===== src/rtl/ccff_chain_loader.sv =====
// Configuration-chain bitstream writer: serializes valid/ready words MSB-first onto ccff_head,
// gates the chain shift enable, and optionally counts ccff_tail mismatches on a second pass.
module ccff_chain_loader #(
  parameter  int CHAIN_LEN = 16,
  parameter  int WORD_W    = 8,
  localparam int CNT_W     = $clog2(CHAIN_LEN + 1)
) (
  input  logic              prog_clk,
  input  logic              prog_reset,
  input  logic              start,
  input  logic              verify,
  input  logic [WORD_W-1:0] s_data,
  input  logic              s_valid,
  output logic              s_ready,
  output logic              ccff_head,
  output logic              prog_clk_en,
  input  logic              ccff_tail,
  output logic              busy,
  output logic              done,
  output logic [CNT_W-1:0]  err_cnt
);

  localparam int BW = $clog2(WORD_W + 1);

  typedef enum logic [1:0] {S_IDLE, S_LOAD, S_VERIFY, S_DONE} state_t;

  state_t            state, state_nxt;
  logic              verify_r;
  logic [WORD_W-1:0] buf_word;
  logic [BW-1:0]     buf_cnt;
  logic [CNT_W-1:0]  iss;      // bits taken from the buffer in the current pass
  logic [CNT_W-1:0]  bit_cnt;  // enabled (shifted) cycles in the current pass

  logic              active, pop, pass_full, last_en, next_pass_pending;
  logic              buf_free, accept;
  logic [CNT_W-1:0]  iss_p, base;
  logic [31:0]       rem;
  logic [BW-1:0]     load_cnt;

  // NOTE: every signal written here gets a default first so no latch can be inferred.
  always_comb begin
    state_nxt         = state;
    active            = (state == S_LOAD) || (state == S_VERIFY);
    pop               = active && (buf_cnt != '0) && (iss != CNT_W'(CHAIN_LEN));
    iss_p             = iss + CNT_W'(pop);
    pass_full         = (iss_p == CNT_W'(CHAIN_LEN));
    last_en           = prog_clk_en && (bit_cnt == CNT_W'(CHAIN_LEN - 1));
    next_pass_pending = (state == S_LOAD) && verify_r;
    buf_free          = (buf_cnt == '0) || (pop && (buf_cnt == BW'(1)));
    s_ready           = active && buf_free && (!pass_full || next_pass_pending);
    accept            = s_valid && s_ready;
    // A word accepted after the pass is fully issued belongs to the next pass.
    base              = pass_full ? '0 : iss_p;
    rem               = 32'(CHAIN_LEN) - 32'(base);
    // Clamping the usable count drops the unused low bits of a pass's final word.
    load_cnt          = (rem >= 32'(WORD_W)) ? BW'(WORD_W) : BW'(rem);

    unique case (state)
      S_IDLE:   if (start) state_nxt = S_LOAD;
      S_LOAD:   if (last_en) state_nxt = verify_r ? S_VERIFY : S_DONE;
      S_VERIFY: if (last_en) state_nxt = S_DONE;
      S_DONE:   state_nxt = S_IDLE;
      default:  state_nxt = S_IDLE;
    endcase
  end

  assign busy = (state == S_LOAD) || (state == S_VERIFY);
  assign done = (state == S_DONE);

  // NOTE: sequential state uses non-blocking assignments so all registers update from
  // the same pre-edge values.
  always_ff @(posedge prog_clk) begin
    if (prog_reset) begin
      // NOTE: the word buffer is a handful of flops, so its data is reset along with its count.
      state       <= S_IDLE;
      verify_r    <= 1'b0;
      buf_word    <= '0;
      buf_cnt     <= '0;
      iss         <= '0;
      bit_cnt     <= '0;
      ccff_head   <= 1'b0;
      prog_clk_en <= 1'b0;
      err_cnt     <= '0;
    end else begin
      state       <= state_nxt;
      prog_clk_en <= pop;
      if (pop) ccff_head <= buf_word[WORD_W-1];

      if (state == S_IDLE) begin
        if (start) begin
          verify_r <= verify;
          err_cnt  <= '0;
          bit_cnt  <= '0;
          iss      <= '0;
          buf_cnt  <= '0;
        end
      end else begin
        if (accept) begin
          buf_word <= s_data;
          buf_cnt  <= load_cnt;
        end else if (pop) begin
          buf_word <= buf_word << 1;
          buf_cnt  <= buf_cnt - BW'(1);
        end

        if (last_en) begin
          bit_cnt <= '0;
          iss     <= '0;
        end else begin
          iss <= iss_p;
          if (prog_clk_en) bit_cnt <= bit_cnt + CNT_W'(1);
        end

        // ccff_tail still shows the pre-shift bit while the matching head bit is presented.
        if ((state == S_VERIFY) && prog_clk_en && (ccff_tail != ccff_head) && (err_cnt != '1))
          err_cnt <= err_cnt + CNT_W'(1);
      end
    end
  end

endmodule

===== config.mk =====
export PLATFORM = sky130hd
export DESIGN_NAME = ccff_chain_loader
export DESIGN_NICKNAME = d
export VERILOG_FILES = /design/src/rtl/ccff_chain_loader.sv
export SDC_FILE = /design/constraint.sdc
export NUM_CORES = 1
export LEC_CHECK = 0
export BUFFER_PORTS_ARGS = -buffer_cell sky130_fd_sc_hd__buf_2
export CAP_MARGIN = 0
export CORE_AREA = 2 2 86 88
export CTS_CLUSTER_SIZE = 25
export DETAILED_ROUTE_END_ITERATION = 6
export DIE_AREA = 0 0 88 90
export PLACE_DENSITY = 0.45
export REMOVE_ABC_BUFFERS = 1
export SLEW_MARGIN = 20
export SYNTH_ARGS = -nofsm -noshare
export SYNTH_HDL_FRONTEND = slang
export SYNTH_SLANG_ARGS = --single-unit

===== constraint.sdc =====
create_clock -name prog_clk -period 5 [get_ports prog_clk]
set_clock_uncertainty 0.05 [all_clocks]
set_input_delay 0.25 -clock prog_clk [delete_from_list [all_inputs] [get_ports prog_clk]]
set_output_delay 0.25 -clock prog_clk [all_outputs]
set_load 0.01 [all_outputs]

# After elaboration in Yosys (flattened, before gate mapping)

Cells that the tools add are included.

Multiplexer cells: 21
$lt $le $gt $ge: 1
Bitwise logic cells: 1
Add/sub/neg operators: 5
Reductions and logical operators: 28
Eq/ne operators: 12

Operator list:

| operator                                                            | number |
|---|---|
| two-way mux 5 bit                                                   | 9 |
| greater-or-equal comparator 32 x 4 -> 1 bit (second input constant) | 1 |
| two-way mux 4 bit                                                   | 5 |
| two-way mux 8 bit                                                   | 2 |
| logical AND 1 bit                                                   | 11 |
| adder 5 x 1 -> 5 bit (second input constant)                        | 2 |
| != test 5 bit (second input constant)                               | 2 |
| AND reduction 2 bit                                                 | 5 |
| case mux 2 bit (4 select lines)                                     | 1 |
| two-way mux 2 bit                                                   | 3 |
| != test 2 bit (second input constant)                               | 3 |
| nonzero test 3 bit                                                  | 2 |
| subtractor 5 x 5 -> 6 bit (first input constant)                    | 1 |
| adder 5 x 1 -> 5 bit                                                | 1 |
| equality test 5 x 4 -> 1 bit (second input constant)                | 1 |
| equality test 5 bit (second input constant)                         | 1 |
| equality test 2 bit (second input constant)                         | 2 |
| equality test 4 x 1 -> 1 bit (second input constant)                | 1 |
| zero test 4 bit                                                     | 1 |
| nonzero test 2 bit                                                  | 2 |
| nonzero test 4 bit                                                  | 1 |
| subtractor 4 x 1 -> 4 bit (second input constant)                   | 1 |
| logical OR 1 bit                                                    | 3 |
| AND reduction 3 bit                                                 | 1 |
| other kinds (6)                                                     | 6 |

Logic and storage cells: 77
Flip-flop bits (word level): 32
Input port bits: 14

# Longest topological paths before layout

Depth after elaboration: 12
Mapped depth: 16
Depth with buffers taken out: 14

# Worst setup path before layout

OpenSTA, ideal clock, no wires.

Path kind: register -> register
From: register state[1]
To: register buf_cnt[0]
Setup time: 79 ps
Path slack: 1169 ps
Cell stages (with the launch flop): 17
Clock period less this slack: 3831 ps
Data arrival time: 3702 ps
Path buffers: 2
Cells stage by stage: dfxtp_1 > inv_1 > ha_1 > inv_1 > a221oi_1 > buf_2 > ha_1 > ha_1 > inv_1 > ha_1 > nor4b_1 > a31oi_1 > a211oi_2 > buf_2 > o21ai_0 > a211o_1 > o211ai_1

Word-level cells in the longest chain between the ends: 12

RTL lines:

| item                                                                                    | RTL line | source |
|---|---|---|
| from (decl)                                                                             | 27       | `state_t state, state_nxt;` |
| from (signal assigned)                                                                  | 85       | `state <= state_nxt;` |
| equality test 2 x 1 -> 1 bit / equality test 2 bit (equally long branches)              | n/a      |  |
| logical OR 1 bit *                                                                      | n/a      |  |
| via busy                                                                                | 18       | `output logic busy,` |
| logical AND 1 bit * (2 in series)                                                       | 44       | `pop = active && (buf_cnt != '0) && (iss != CNT_W'(CHAIN_LEN));` |
| via pop                                                                                 | 34       | `logic active, pop, pass_full, last_en, next_pass_pending;` |
| adder 5 x 1 -> 5 bit                                                                    | 45       | `iss_p = iss + CNT_W'(pop);` |
| equality test 5 bit                                                                     | 46       | `pass_full = (iss_p == CNT_W'(CHAIN_LEN));` |
| two-way mux 5 bit / zero test 1 bit (equally long branches)                             | 53, 50   |  |
| subtractor 5 x 5 -> 6 bit / logical OR 1 bit (equally long branches)                    | 54, 50   |  |
| greater-or-equal comparator 32 x 4 -> 1 bit / logical AND 1 bit (equally long branches) | 56, 50   |  |
| two-way mux 4 bit / logical AND 1 bit (equally long branches)                           | 56, 51   |  |
| two-way mux 4 bit / nonzero test 3 bit (equally long branches)                          | n/a      |  |
| two-way mux 4 bit / AND reduction 2 bit (equally long branches)                         | n/a      |  |
| to (signal assigned)                                                                    | 100      | `buf_cnt <= load_cnt;` |
| to (signal assigned)                                                                    | 103      | `buf_cnt <= buf_cnt - BW'(1);` |
| to (decl)                                                                               | 30       | `logic [BW-1:0] buf_cnt;` |

Mark *: on every way through the listed nets, which the timed path passes. The rest lies on a longest branch.
A chain may end at the register's enable or synchronous reset.

# Worst setup path in the final report

From: register state[1]
To: register buf_word[4]

Word-level cells in the longest chain between the ends: 12

RTL lines:

| item                                                                       | RTL line | source |
|---|---|---|
| equality test 2 x 1 -> 1 bit / equality test 2 bit (equally long branches) | 43, 48   |  |
| logical OR 1 bit                                                           | 43       | `active = (state == S_LOAD) \|\| (state == S_VERIFY);` |
| logical AND 1 bit (2 in series)                                            | 44       |  |
| adder 5 x 1 -> 5 bit                                                       | 45       |  |
| equality test 5 bit                                                        | 46       |  |
| zero test 1 bit                                                            | 50       | `s_ready = active && buf_free && (!pass_full \|\| next_pass_pending);` |
| logical OR 1 bit                                                           | 50       |  |
| logical AND 1 bit                                                          | 50       |  |
| logical AND 1 bit                                                          | 51       | `accept = s_valid && s_ready;` |
| nonzero test 2 bit (no line)                                               | n/a      |  |
| AND reduction 2 bit (no line)                                              | n/a      |  |
| to (signal assigned)                                                       | 99       | `buf_word <= s_data;` |
| to (signal assigned)                                                       | 102      | `buf_word <= buf_word << 1;` |
| to (decl)                                                                  | 29       | `logic [WORD_W-1:0] buf_word;` |

Several ways; a longest one is shown, not always the timed one.

==> out/metrics.cfg <==
[setup_path]
worstRegToRegCells = 16
cp_data_required_time_ns = 5.08
worstPathArrival_ns = 4.32
ff2ff_setup_slack_ns = 0.76
reg2reg_from = state[1]
end_kind = flop
cp_max_fo = 15
critPathLaunchType = flop
r2r_end = buf_word[4]
crit_type = flop to flop

[synth]
synth_cells = 257
avgSynthCellArea_sq_um = 8.03
yosys.cell_types.count = 50
yosys_warnings = 0
synth_ff_type = dfxtp_1
synth_edf_count = 0
synth_area_leaders = dfxtp_1 (31%), ha_1 (8.5%), nor2_1 (4.5%)
ys_seq_area_frac = 0.310
ys_ff_latch = 32
syn-cell-area_sq_um = 2060
synth.largest_area_cell = dfxtp_1
async_flop_share = 0
yosys.area.top_type_share = 0.310

[timing]
hold_violations = 0
setup_slack_ns = 0.760
finalSetupViolations = 0
tightest_slew_ns = 0.724
rsz0062_at_grt = no
max_freq_mhz = 236
finalHoldWorstSlack_ns = 0.153
slew_headroom = 0.518
fin_tns_setup_ns = 0
min_period_ns = 4.24
report.final.slew_viol_count = 0
timing.final.crit_share = 0.848

[cts]
clkTransAtPathRegs_ns = 0.08
clk_latency_ns = 0.29
cts.sinks = 32
cts_buffer_depth = 2
cts_setup_buffers = 0
cts_root_buf = clkbuf_8
cts_tree = built
cts_hold_buf = 0
post_cts_resized = 0
cts-buffers-inserted = 5
htree_levels = 2

[global_route]
grt_pass1_wl_um = 9400
grt.busiest_layer = met2
met1_usage = 0.214
globalRouteMet2Util = 0.220
antenna_found_initial = 0
groute.usage.overall = 0.147
grt_pass1_vias = 1857
grt_max_degree = 31
grt-ovfl-total = 0
met3_usage = 0.0321

[hold_path]
hold_start = s_data[0]
worstHoldPathCells = 3
min_to = buf_word[0]
hold_path_class = input port to flop

[place]
port_buffers = 23
dp_slack_ns = 0.816
place_area_sq_um = 2250
hpwl_um = 3950
gp_congestion = 0.892

[route]
vias = 1968
ant_nets = 0
viasPerCell = 5.26
drt-pass1-iter-count = 5
drcViolationCount = 0
routedWlPerCell_um = 14.8
dr.first_iter.drc_count = 123
drt_wl_total_um = 5540

[floorplanning]
ios = 24
fp.dieW_um = 88
core_area_sq_um = 7020
start_util = 0.294
rows = 31
die_h_um = 90
dieArea_sq_um = 7920

[layout]
n_antenna_cell = 0
nets = 303
area_growth_pct = 13.0
fin_area_sq_um = 2330
fill_cells = 769
layout-drive-gt1-share = 0.135

[power_and_ir_drop]
powerDensity_nw_per_um2 = 448
p_leak_nw = 0.885
ir_worst_vdd_uv = 179
p_total_mw = 1.04

[run]
cap_violations = 0

[outcome]
status = complete, no violations

[registers in the layout, summed over array words and instances (netlist names)]
signal	count
bit_cnt	5
buf_cnt	4
buf_word	8
ccff_head	1
err_cnt	5
iss	5
prog_clk_en	1
state	2
verify_r	1
[routing by layer]
layer / vias up / share of wire
li1: 983 / -
met1: 941 / 0.50
met2: 38 / 0.45
met3: 6 / 0.038
met4: 0 / 0.0088
met5: - / 0
[worst max path at each step]
stage | start | to
global route | state[0] | buf_word[3]
detailed placement | state[1] | buf_word[6]
floorplan | state[1] | buf_word[1]
global placement | state[1] | buf_word[6]
CTS | state[1] | buf_word[6]
finish | state[1] | buf_word[4]
[logic make-up (layout without fill, tap and decap cells)]
group,Yosys count,count (layout),share of synthesized area
AO/OA/AOI/OAI,78,78,0.267
XOR/XNOR,6,6,0.0255
adder cells (fa/ha/maj),14,14,0.0849
buffers and inverters,33,51,0.0655
flip-flops,32,32,0.310
multiplexers,3,3,0.0146
AND/OR/NAND/NOR,91,91,0.232
[critical path: stages, from the launching register on]
cell and delay [ns]:
dfxtp_1 0.40, inv_1 0.08, ha_1 0.39, inv_1 0.10
a221oi_1 0.23, buf_4 0.27, ha_1 0.28, ha_1 0.31
inv_1 0.12, ha_1 0.23, nor4b_1 0.36, a31oi_1 0.13
a211oi_2 0.21, buf_4 0.23, nor2_1 0.11, o21ai_2 0.43
a221oi_1 0.17
[metrics by stage]
stage                     instances  utilization
after floorplan                 243            -
after global placement          367        0.321
after detailed placement        367        0.321
after CTS                       374        0.332
after global routing            374        0.332
final                           374        0.332
[cells in the mapped netlist, types with 2 or more instances]
cell and instances:
a211o_1 2, a211oi_2 2, a21o_1 2, a21oi_1 18, a221oi_1 10, a22oi_1 3, a31oi_1 5, and2_1 4
and3_1 3, and4b_1 2, buf_2 6, clkbuf_1 6, dfxtp_1 32, ha_1 14, inv_1 19, mux2i_1 3
nand2_1 14, nand2b_1 3, nand3_1 8, nand3b_1 3, nand4_1 4, nor2_1 25, nor2b_1 3, nor3_1 9
nor3b_1 2, nor4_1 4, nor4b_1 3, o211ai_1 9, o21ai_0 14, xnor2_1 2, xor2_1 4
[cells in the final DEF, fill, tap and decap left out, types with 4 or more instances in the layout]
| cell type | n |
|---|---|
| o21ai_0 | 14 |
| nand2_1 | 14 |
| a31oi_1 | 5 |
| nand3_1 | 8 |
| nand4_1 | 4 |
| nor4_1 | 4 |
| inv_1 | 19 |
| nor3_1 | 9 |
| a221oi_1 | 10 |
| and2_1 | 4 |
| dfxtp_1 | 32 |
| o211ai_1 | 9 |
| xor2_1 | 4 |
| clkbuf_8 | 5 |
| a21oi_1 | 18 |
| buf_2 | 23 |
| nor2_1 | 25 |
| ha_1 | 14 |
[final cells by class]
cell class              instances  area, sq um  share of cell area
inverters                      19         71.3              0.0306
multi-input cells             192         1290               0.552
repair buffers                 25          130              0.0558
flip-flops and latches         32          641               0.275
clock buffers                   6         72.6              0.0311
clock inverters                 1         5.00             0.00215
well taps                      99          124              0.0531
[report_power, final]
| part | internal [mW] | total (mW) | switching (mW) |
|---|---|---|---|
| Clock | 0.0947 | 0.195 | 0.101 |
| Sequential | 0.295 | 0.324 | 0.0286 |
| Combinational | 0.188 | 0.525 | 0.337 |
Note: power is estimated with default switching activity, not from simulation.
